$ cat src/rtl/lstm_pkg.sv
// ---------------------------------------------------------------------------
// lstm_pkg
// Shared definitions for the LSTM + fully-connected classifier blocks:
//   - sequencer state encoding (IDLE/FEED/WAIT_RES/DONE)
//   - default feature width and frame geometry used by the LSTM/FC datapath
//   - cnt_w(): counter width helper that never returns zero
// ---------------------------------------------------------------------------
package lstm_pkg;

    localparam logic [1:0] IDLE     = 2'd0;
    localparam logic [1:0] FEED     = 2'd1;
    localparam logic [1:0] WAIT_RES = 2'd2;
    localparam logic [1:0] DONE     = 2'd3;

    typedef enum logic [1:0] {
        ST_IDLE     = IDLE,
        ST_FEED     = FEED,
        ST_WAIT_RES = WAIT_RES,
        ST_DONE     = DONE
    } seq_state_t;

    localparam int DEF_D_WL       = 24;
    localparam int DEF_INPUT_SIZE = 26;
    localparam int DEF_TIME_STEP  = 148;

    // $clog2(n), but at least 1 bit so a degenerate count of 1 still elaborates.
    function automatic int cnt_w(input int n);
        return (n > 1) ? $clog2(n) : 1;
    endfunction

endpackage

$ cat src/rtl/lstm_seq_frame_counter.sv
// ---------------------------------------------------------------------------
// lstm_seq_frame_counter
// Two-level element/step counter walking one frame of INPUT_SIZE x TIME_STEP
// feature words.
// Ports:
//   clk        in   system clock
//   rst        in   asynchronous active-high reset
//   i_clear    in   restart at element 0 of step 0
//   i_advance  in   one feature word accepted this cycle
//   o_last     out  current position is the final word of the frame
// ---------------------------------------------------------------------------
module lstm_seq_frame_counter
    import lstm_pkg::*;
#(
    parameter int INPUT_SIZE = DEF_INPUT_SIZE,
    parameter int TIME_STEP  = DEF_TIME_STEP
) (
    input  logic clk,
    input  logic rst,
    input  logic i_clear,
    input  logic i_advance,
    output logic o_last
);

    localparam int EW = cnt_w(INPUT_SIZE);
    localparam int SW = cnt_w(TIME_STEP);
    localparam logic [EW-1:0] ELEM_LAST = EW'(INPUT_SIZE - 1);
    localparam logic [SW-1:0] STEP_LAST = SW'(TIME_STEP - 1);

    logic [EW-1:0] r_elem;
    logic [SW-1:0] r_step;
    logic          w_elem_wrap;
    logic          w_step_wrap;

    assign w_elem_wrap = (r_elem == ELEM_LAST);
    assign w_step_wrap = (r_step == STEP_LAST);
    assign o_last      = w_elem_wrap & w_step_wrap;

    always_ff @(posedge clk or posedge rst) begin
        if (rst) begin
            r_elem <= '0;
            r_step <= '0;
        end else if (i_clear) begin
            r_elem <= '0;
            r_step <= '0;
        end else if (i_advance) begin
            if (w_elem_wrap) begin
                r_elem <= '0;
                // Step wraps too so the counter is self-consistent even
                // without an explicit clear between frames.
                r_step <= w_step_wrap ? '0 : r_step + SW'(1);
            end else begin
                r_elem <= r_elem + EW'(1);
            end
        end
    end

endmodule

$ cat src/rtl/lstm_frame_sequencer.sv
// ---------------------------------------------------------------------------
// lstm_frame_sequencer
// Control-plane sequencer for the LSTM + FC classifier. One start pulse runs
// one job: stream INPUT_SIZE x TIME_STEP feature words from the upstream
// valid/ready source into the LSTM (gated by lstm_x_en), wait a bounded time
// for the classifier result, latch it and report done/error status.
// Ports:
//   clk, rst                  clock, asynchronous active-high reset
//   start                     job request, honoured only in IDLE
//   s_valid, s_data, s_ready  upstream feature stream (s_ready combinational)
//   lstm_x_en                 LSTM can admit a feature word this cycle
//   lstm_f_valid/feature      registered feature word to the LSTM
//   lstm_o_valid/result       classifier result pulse and class bit
//   busy, done                status: not idle / one-cycle end-of-job pulse
//   class_out                 class bit of the last successful job
//   err_timeout/err_spurious  sticky error flags, cleared by accepted start
//   frame_cnt                 successful job count (wraps)
// ---------------------------------------------------------------------------
module lstm_frame_sequencer
    import lstm_pkg::*;
#(
    parameter int INPUT_SIZE  = DEF_INPUT_SIZE,
    parameter int TIME_STEP   = DEF_TIME_STEP,
    parameter int D_WL        = DEF_D_WL,
    parameter int TIMEOUT_CYC = 200000,
    parameter int FRAME_CNT_W = 16
) (
    input  logic                   clk,
    input  logic                   rst,
    input  logic                   start,
    input  logic                   s_valid,
    input  logic [D_WL-1:0]        s_data,
    output logic                   s_ready,
    input  logic                   lstm_x_en,
    output logic                   lstm_f_valid,
    output logic [D_WL-1:0]        lstm_feature,
    input  logic                   lstm_o_valid,
    input  logic                   lstm_result,
    output logic                   busy,
    output logic                   done,
    output logic                   class_out,
    output logic                   err_timeout,
    output logic                   err_spurious,
    output logic [FRAME_CNT_W-1:0] frame_cnt
);

    localparam int TW = cnt_w(TIMEOUT_CYC);
    localparam logic [TW-1:0] TO_LAST = TW'(TIMEOUT_CYC - 1);

    seq_state_t             r_state;
    seq_state_t             w_next;
    logic [TW-1:0]          r_to_cnt;
    logic                   r_f_valid;
    logic [D_WL-1:0]        r_feature;
    logic                   r_class;
    logic                   r_err_to;
    logic                   r_err_sp;
    logic [FRAME_CNT_W-1:0] r_frame;

    logic w_start_acc;
    logic w_xfer;
    logic w_last;
    logic w_to_last;
    logic w_in_wait;

    assign w_in_wait   = (r_state == ST_WAIT_RES);
    assign w_start_acc = (r_state == ST_IDLE) & start;
    assign w_xfer      = s_valid & s_ready;
    assign w_to_last   = (r_to_cnt == TO_LAST);

    lstm_seq_frame_counter #(
        .INPUT_SIZE (INPUT_SIZE),
        .TIME_STEP  (TIME_STEP)
    ) u_frame_cnt (
        .clk       (clk),
        .rst       (rst),
        .i_clear   (w_start_acc),
        .i_advance (w_xfer),
        .o_last    (w_last)
    );

    always_ff @(posedge clk or posedge rst) begin
        if (rst) begin
            r_state <= ST_IDLE;
        end else begin
            r_state <= w_next;
        end
    end

    always_comb begin
        w_next  = r_state;
        s_ready = 1'b0;
        busy    = 1'b1;
        done    = 1'b0;
        case (r_state)
            ST_IDLE: begin
                busy = 1'b0;
                if (start) w_next = ST_FEED;
            end
            ST_FEED: begin
                s_ready = lstm_x_en;
                if (w_xfer && w_last) w_next = ST_WAIT_RES;
            end
            ST_WAIT_RES: begin
                // A result on the final timeout cycle still counts as success;
                // the status logic below applies the same priority.
                if (lstm_o_valid || w_to_last) w_next = ST_DONE;
            end
            ST_DONE: begin
                done   = 1'b1;
                w_next = ST_IDLE;
            end
            default: w_next = ST_IDLE;
        endcase
    end

    // Timeout counter: held at zero outside WAIT_RES so it starts from 0 on entry.
    always_ff @(posedge clk or posedge rst) begin
        if (rst) begin
            r_to_cnt <= '0;
        end else if (!w_in_wait) begin
            r_to_cnt <= '0;
        end else begin
            r_to_cnt <= r_to_cnt + TW'(1);
        end
    end

    // Feature output register: one-cycle pass-through, holds between transfers.
    always_ff @(posedge clk or posedge rst) begin
        if (rst) begin
            r_f_valid <= 1'b0;
            r_feature <= '0;
        end else begin
            r_f_valid <= w_xfer;
            if (w_xfer) r_feature <= s_data;
        end
    end

    // Job status: result capture, completed-frame count, sticky error flags.
    always_ff @(posedge clk or posedge rst) begin
        if (rst) begin
            r_class  <= 1'b0;
            r_frame  <= '0;
            r_err_to <= 1'b0;
            r_err_sp <= 1'b0;
        end else begin
            if (w_in_wait && lstm_o_valid) begin
                r_class <= lstm_result;
                r_frame <= r_frame + FRAME_CNT_W'(1);
            end
            if (w_in_wait && !lstm_o_valid && w_to_last) begin
                r_err_to <= 1'b1;
            end else if (w_start_acc) begin
                r_err_to <= 1'b0;
            end
            // A stray result seen in the same cycle as a start is still reported.
            if (!w_in_wait && lstm_o_valid) begin
                r_err_sp <= 1'b1;
            end else if (w_start_acc) begin
                r_err_sp <= 1'b0;
            end
        end
    end

    assign lstm_f_valid = r_f_valid;
    assign lstm_feature = r_feature;
    assign class_out    = r_class;
    assign frame_cnt    = r_frame;
    assign err_timeout  = r_err_to;
    assign err_spurious = r_err_sp;

endmodule

$ cat config.mk
export PLATFORM = sky130hd
export DESIGN_NAME = lstm_frame_sequencer
export DESIGN_NICKNAME = d
export VERILOG_FILES = /design/src/rtl/lstm_pkg.sv /design/src/rtl/lstm_seq_frame_counter.sv /design/src/rtl/lstm_frame_sequencer.sv
export SDC_FILE = /design/constraint.sdc
export NUM_CORES = 1
export LEC_CHECK = 0
export BUFFER_PORTS_ARGS = -buffer_cell sky130_fd_sc_hd__buf_2
export CAP_MARGIN = 0
export CORE_UTILIZATION = 50
export DETAILED_ROUTE_END_ITERATION = 8
export GPL_TIMING_DRIVEN = 0
export PLACE_DENSITY = 0.75
export SLEW_MARGIN = 5
export SYNTH_ARGS = -nofsm -noshare
export SYNTH_HDL_FRONTEND = slang
export SYNTH_SLANG_ARGS = --single-unit
$ cat constraint.sdc
create_clock -name clk -period 3.1 [get_ports clk]
set_clock_uncertainty 0.05 [all_clocks]
set_input_delay 0.465 -clock clk [delete_from_list [all_inputs] [get_ports clk]]
set_output_delay 0.465 -clock clk [all_outputs]
set_load 0.02 [all_outputs]
==> Flow_metrics.wiki <==
{| class="wikitable"
! Metric !! Value
|-
| Status || complete, no violations
|-
| Net Sw Power || 1190 uW
|-
| Yosys warning count || 0
|-
| Total routing resource utilization after global routing || 21.0%
|-
| Critical path class || flop to flop
|-
| GRT overflow || 0
|-
| Reg2reg end || u_frame_cnt.r_step[4]$_DFFE_PP0P_
|-
| Root buffer cell || sky130_fd_sc_hd__clkbuf_8
|-
| CTS sink cnt || 77
|-
| Startpoint of the most critical register-to-register path || r_state[1]$_DFFE_PP0P_
|-
| Core area || between 0.006 and 0.007 mm2
|-
| Net count after synthesis || ~390
|-
| Pin count of the biggest net entering global routing || 55
|-
| Sequential fraction of design power || 43.6%
|-
| Global-route wire length before repair || 12000 um
|-
| Average size of a mapped cell || a little over 10 um2
|-
| RSZ-0062 raised after global routing || no
|-
| Number of design rule violations left after detail routing || 0
|-
| Post-synth top flop || sky130_fd_sc_hd__dfrtp_1
|-
| Final count of negative-setup-slack endpoints || 0
|-
| Routability congestion estimate || 0.791
|-
| Part of the power in the clock network || 22.7%
|-
| Power density over cell area || 749 mW/mm2
|-
| Total leakage power || around 0.0022 uW
|-
| Share of flip-flops with an asynchronous set or reset || between 90% and 100%
|-
| Flop2flop setup slack || 0.87 ns
|-
| Number of flops mapped to enable cells by yosys || 0
|-
| F_max || 448 MHz
|-
| Fraction of power spent switching nets || 37.5%
|-
| Largest buffer count on any clock path || 2
|-
| Required time of the critical path || between 3 and 4 ns
|-
| Nature of the critical path endpoint || flop
|-
| Cts hold-fix bufs || 0
|-
| Total length of routed wires || 6830 um
|-
| Number of input and output port buffers inserted || a little under 80
|-
| Number of antenna-violating nets in the routed design || 0
|-
| Post-synth cell types || 39
|-
| Initial antenna violation count || 0
|-
| Flops & latches, synth || 77
|-
| Transition time at the pin with the least slew margin || around 0.57 ns
|-
| Starting density of the core || 51.6%
|-
| Largest delay contributor family on the critical path || compound AO/OA/AOI/OAI gates
|-
| Max-cap check violation count || 0
|-
| Top library cells by usage in the layout, fill and taps aside || sky130_fd_sc_hd__nand2_1 (97), sky130_fd_sc_hd__dfrtp_1 (77), sky130_fd_sc_hd__buf_2 (77)
|-
| Worst setup SP type || flop
|-
| Clock insertion delay at the later pin of the skew report || about 0.35 ns
|-
| Number of vias per cell after detailed routing || 5.02
|-
| Net count reported at finish || 476
|-
| Number of placement rows || 30
|-
| Hold violation count in the final report || 0
|-
| Count of final max-slew check failures || 0
|-
| Synth Instances || 346
|-
| Via count || roughly 2.7k
|-
| Clk slew on worst S/H paths || ~0.080 ns
|-
| Time the worst path needs with I/O delays and setup || between 2 and 2.5 ns
|-
| Normalized max-slew margin || 61.9%
|-
| Highest-delay cell along the critical path || sky130_fd_sc_hd__o21ai_0
|-
| Crit-path cells || inv_1 > ha_1 > nand3_1 > clkbuf_1 > o21ai_0 > o21ai_0 > nand2_1 > o21ai_0
|-
| Cell repeated most along the worst path || sky130_fd_sc_hd__o21ai_0
|-
| Detailed-route wire length per cell || 12.7 um
|-
| Die outline area || 0.00736 mm2
|-
| Ratio of cells with drive above 1 in the final layout || 24.1%
|-
| Worst EP arrival || ~2.4 ns
|-
| Cell depth of the worst flop-to-flop path || 8
|-
| Post CTS Setup Buffer Count || 0
|-
| Max stage delay on crit path || 0.53 ns
|-
| Height of the die || 85.8 um
|-
| Detailed placement HPWL || 5020 um
|-
| Synthesized area || 0.00351 mm2
|-
| Inserted Clock Buffers || 9
|-
| H-tree depth reported by CTS || 3
|-
| DRT Pass-1 Iters || 4
|-
| Antenna diode count || 0
|-
| Util after Layout || 62.4%
|-
| Maximum fanout along the worst path || 10
|-
| TritonCTS clock tree || built
|-
| Initial DRC Count || approximately 140
|-
| Area Growth Syn to Fin || 20.9%
|-
| Via count of the first global-routing pass || 2656
|-
| Design internal power || 1980 uW
|-
| Sequential share of the synthesized area || 54.9%
|-
| Combinational group share of total power || 33.7%
|-
| Most common cell after layout, fill and taps aside || sky130_fd_sc_hd__nand2_1
|-
| PostCTS Resize Cnt || 0
|-
| Chip Width || 85.8 um
|-
| Worst Path Buf+Inv || 2
|-
| Worst hold-check slack || 0.0289 ns
|-
| Period utilisation layout || approximately 72%
|-
| Worst hold path type || primary input to async pin
|-
| Number of top-level design ports || 78
|-
| Maximum vdd ir drop || 0.392 mV
|}
==> stage by stage <==
stage / instance area (um2) / cells / setup TNS, ns / power (uW) / setup slack [ns]
after global placement: 4010 / 519 / -19.81 / 2440 / -0.259
after CTS: 4240 / 536 / 0 / 3210 / 0.853
after global routing: 4240 / 536 / 0 / 3400 / 0.617
after floorplan: 3510 / 346 / 0 / 2110 / 0.618
after detailed placement: 4040 / 520 / 0 / 2490 / 0.860
final: 4240 / 536 / 0 / 3180 / 0.866
==> logic make-up after synthesis <==
kind of cell	share of synthesized area [%]
and+or+nand+nor	24.6
DFF	54.9
xor gates and xnor gates	8.24
AOI/OAI and AO/OA	5.78
buffers and inverters	1.85
adders and majority gates	3.57
muxes	1.07
==> layer usage <==
| layer | track usage (%) | vias up | part of all wire, % | wire length (um) |
|---|---|---|---|---|
| li1 | - | 1330 | - | - |
| met1 | 26.4 | 1287 | 46 | 3110 |
| met2 | 34.4 | 62 | 48 | 3300 |
| met3 | 5.97 | 11 | 4.6 | 311 |
| met4 | 8.48 | 0 | 1.5 | 99 |
| met5 | 0 | - | 0 | 0 |
==> registers in the layout, indices dropped and copies added, names as in the netlist <==
signal,cells
class_out,1
err_spurious,1
err_timeout,1
frame_cnt,16
lstm_f_valid,1
lstm_feature,24
r_state,2
r_to_cnt,18
u_frame_cnt.r_elem,5
u_frame_cnt.r_step,8
==> worst max-delay path by stage <==
stage / startpoint / end / depth (start not counted)
after floorplan: rst / class_out$_DFFE_PP0P_ / 1
after global placement: rst / r_to_cnt[11]$_DFF_PP0_ / 2
after detailed placement: r_state[1]$_DFFE_PP0P_ / u_frame_cnt.r_step[4]$_DFFE_PP0P_ / 8
after CTS: r_state[1]$_DFFE_PP0P_ / u_frame_cnt.r_step[4]$_DFFE_PP0P_ / 8
after global routing: r_state[1]$_DFFE_PP0P_ / u_frame_cnt.r_step[6]$_DFFE_PP0P_ / 7
final: r_state[1]$_DFFE_PP0P_ / u_frame_cnt.r_step[4]$_DFFE_PP0P_ / 8
==> final cells by class <==
cell class | instances | area [um2]
clock buffer | 12 | 165
timing repair buffer | 78 | 413
buffer | 10 | 38.8
tap | 96 | 120
fill | 592 | 2550
inverter | 7 | 28.8
multi-input combinational | 252 | 1520
sequential | 77 | 1930
clock inverter | 4 | 31.3
==> cell usage after synthesis (4+ instances only) <==
master	count	area share, %
sky130_fd_sc_hd__clkbuf_1	9	0.96
sky130_fd_sc_hd__xnor2_1	20	5.0
sky130_fd_sc_hd__dfrtp_1	77	55
sky130_fd_sc_hd__and2_1	15	2.7
sky130_fd_sc_hd__nor3_1	4	0.57
sky130_fd_sc_hd__inv_1	6	0.64
sky130_fd_sc_hd__nand3_1	15	2.1
sky130_fd_sc_hd__nor2_1	6	0.64
sky130_fd_sc_hd__o21ai_0	15	2.1
sky130_fd_sc_hd__nor2b_1	10	1.8
sky130_fd_sc_hd__xor2_1	13	3.2
sky130_fd_sc_hd__nand4_1	10	1.8
sky130_fd_sc_hd__ha_1	10	3.6
sky130_fd_sc_hd__nand2_1	97	10
sky130_fd_sc_hd__and3_1	8	1.4
==> power groups by stage <==
stage	sequential [uW]	combinational (uW)	clock, uW
global route	1420	1210	780
finish	1380	1070	720
detailed placement	1400	1080	0
global placement	1390	1050	0
CTS	1390	1090	739
floorplan	1630	485	0
No activity file was read; power rests on OpenSTA's default activity.
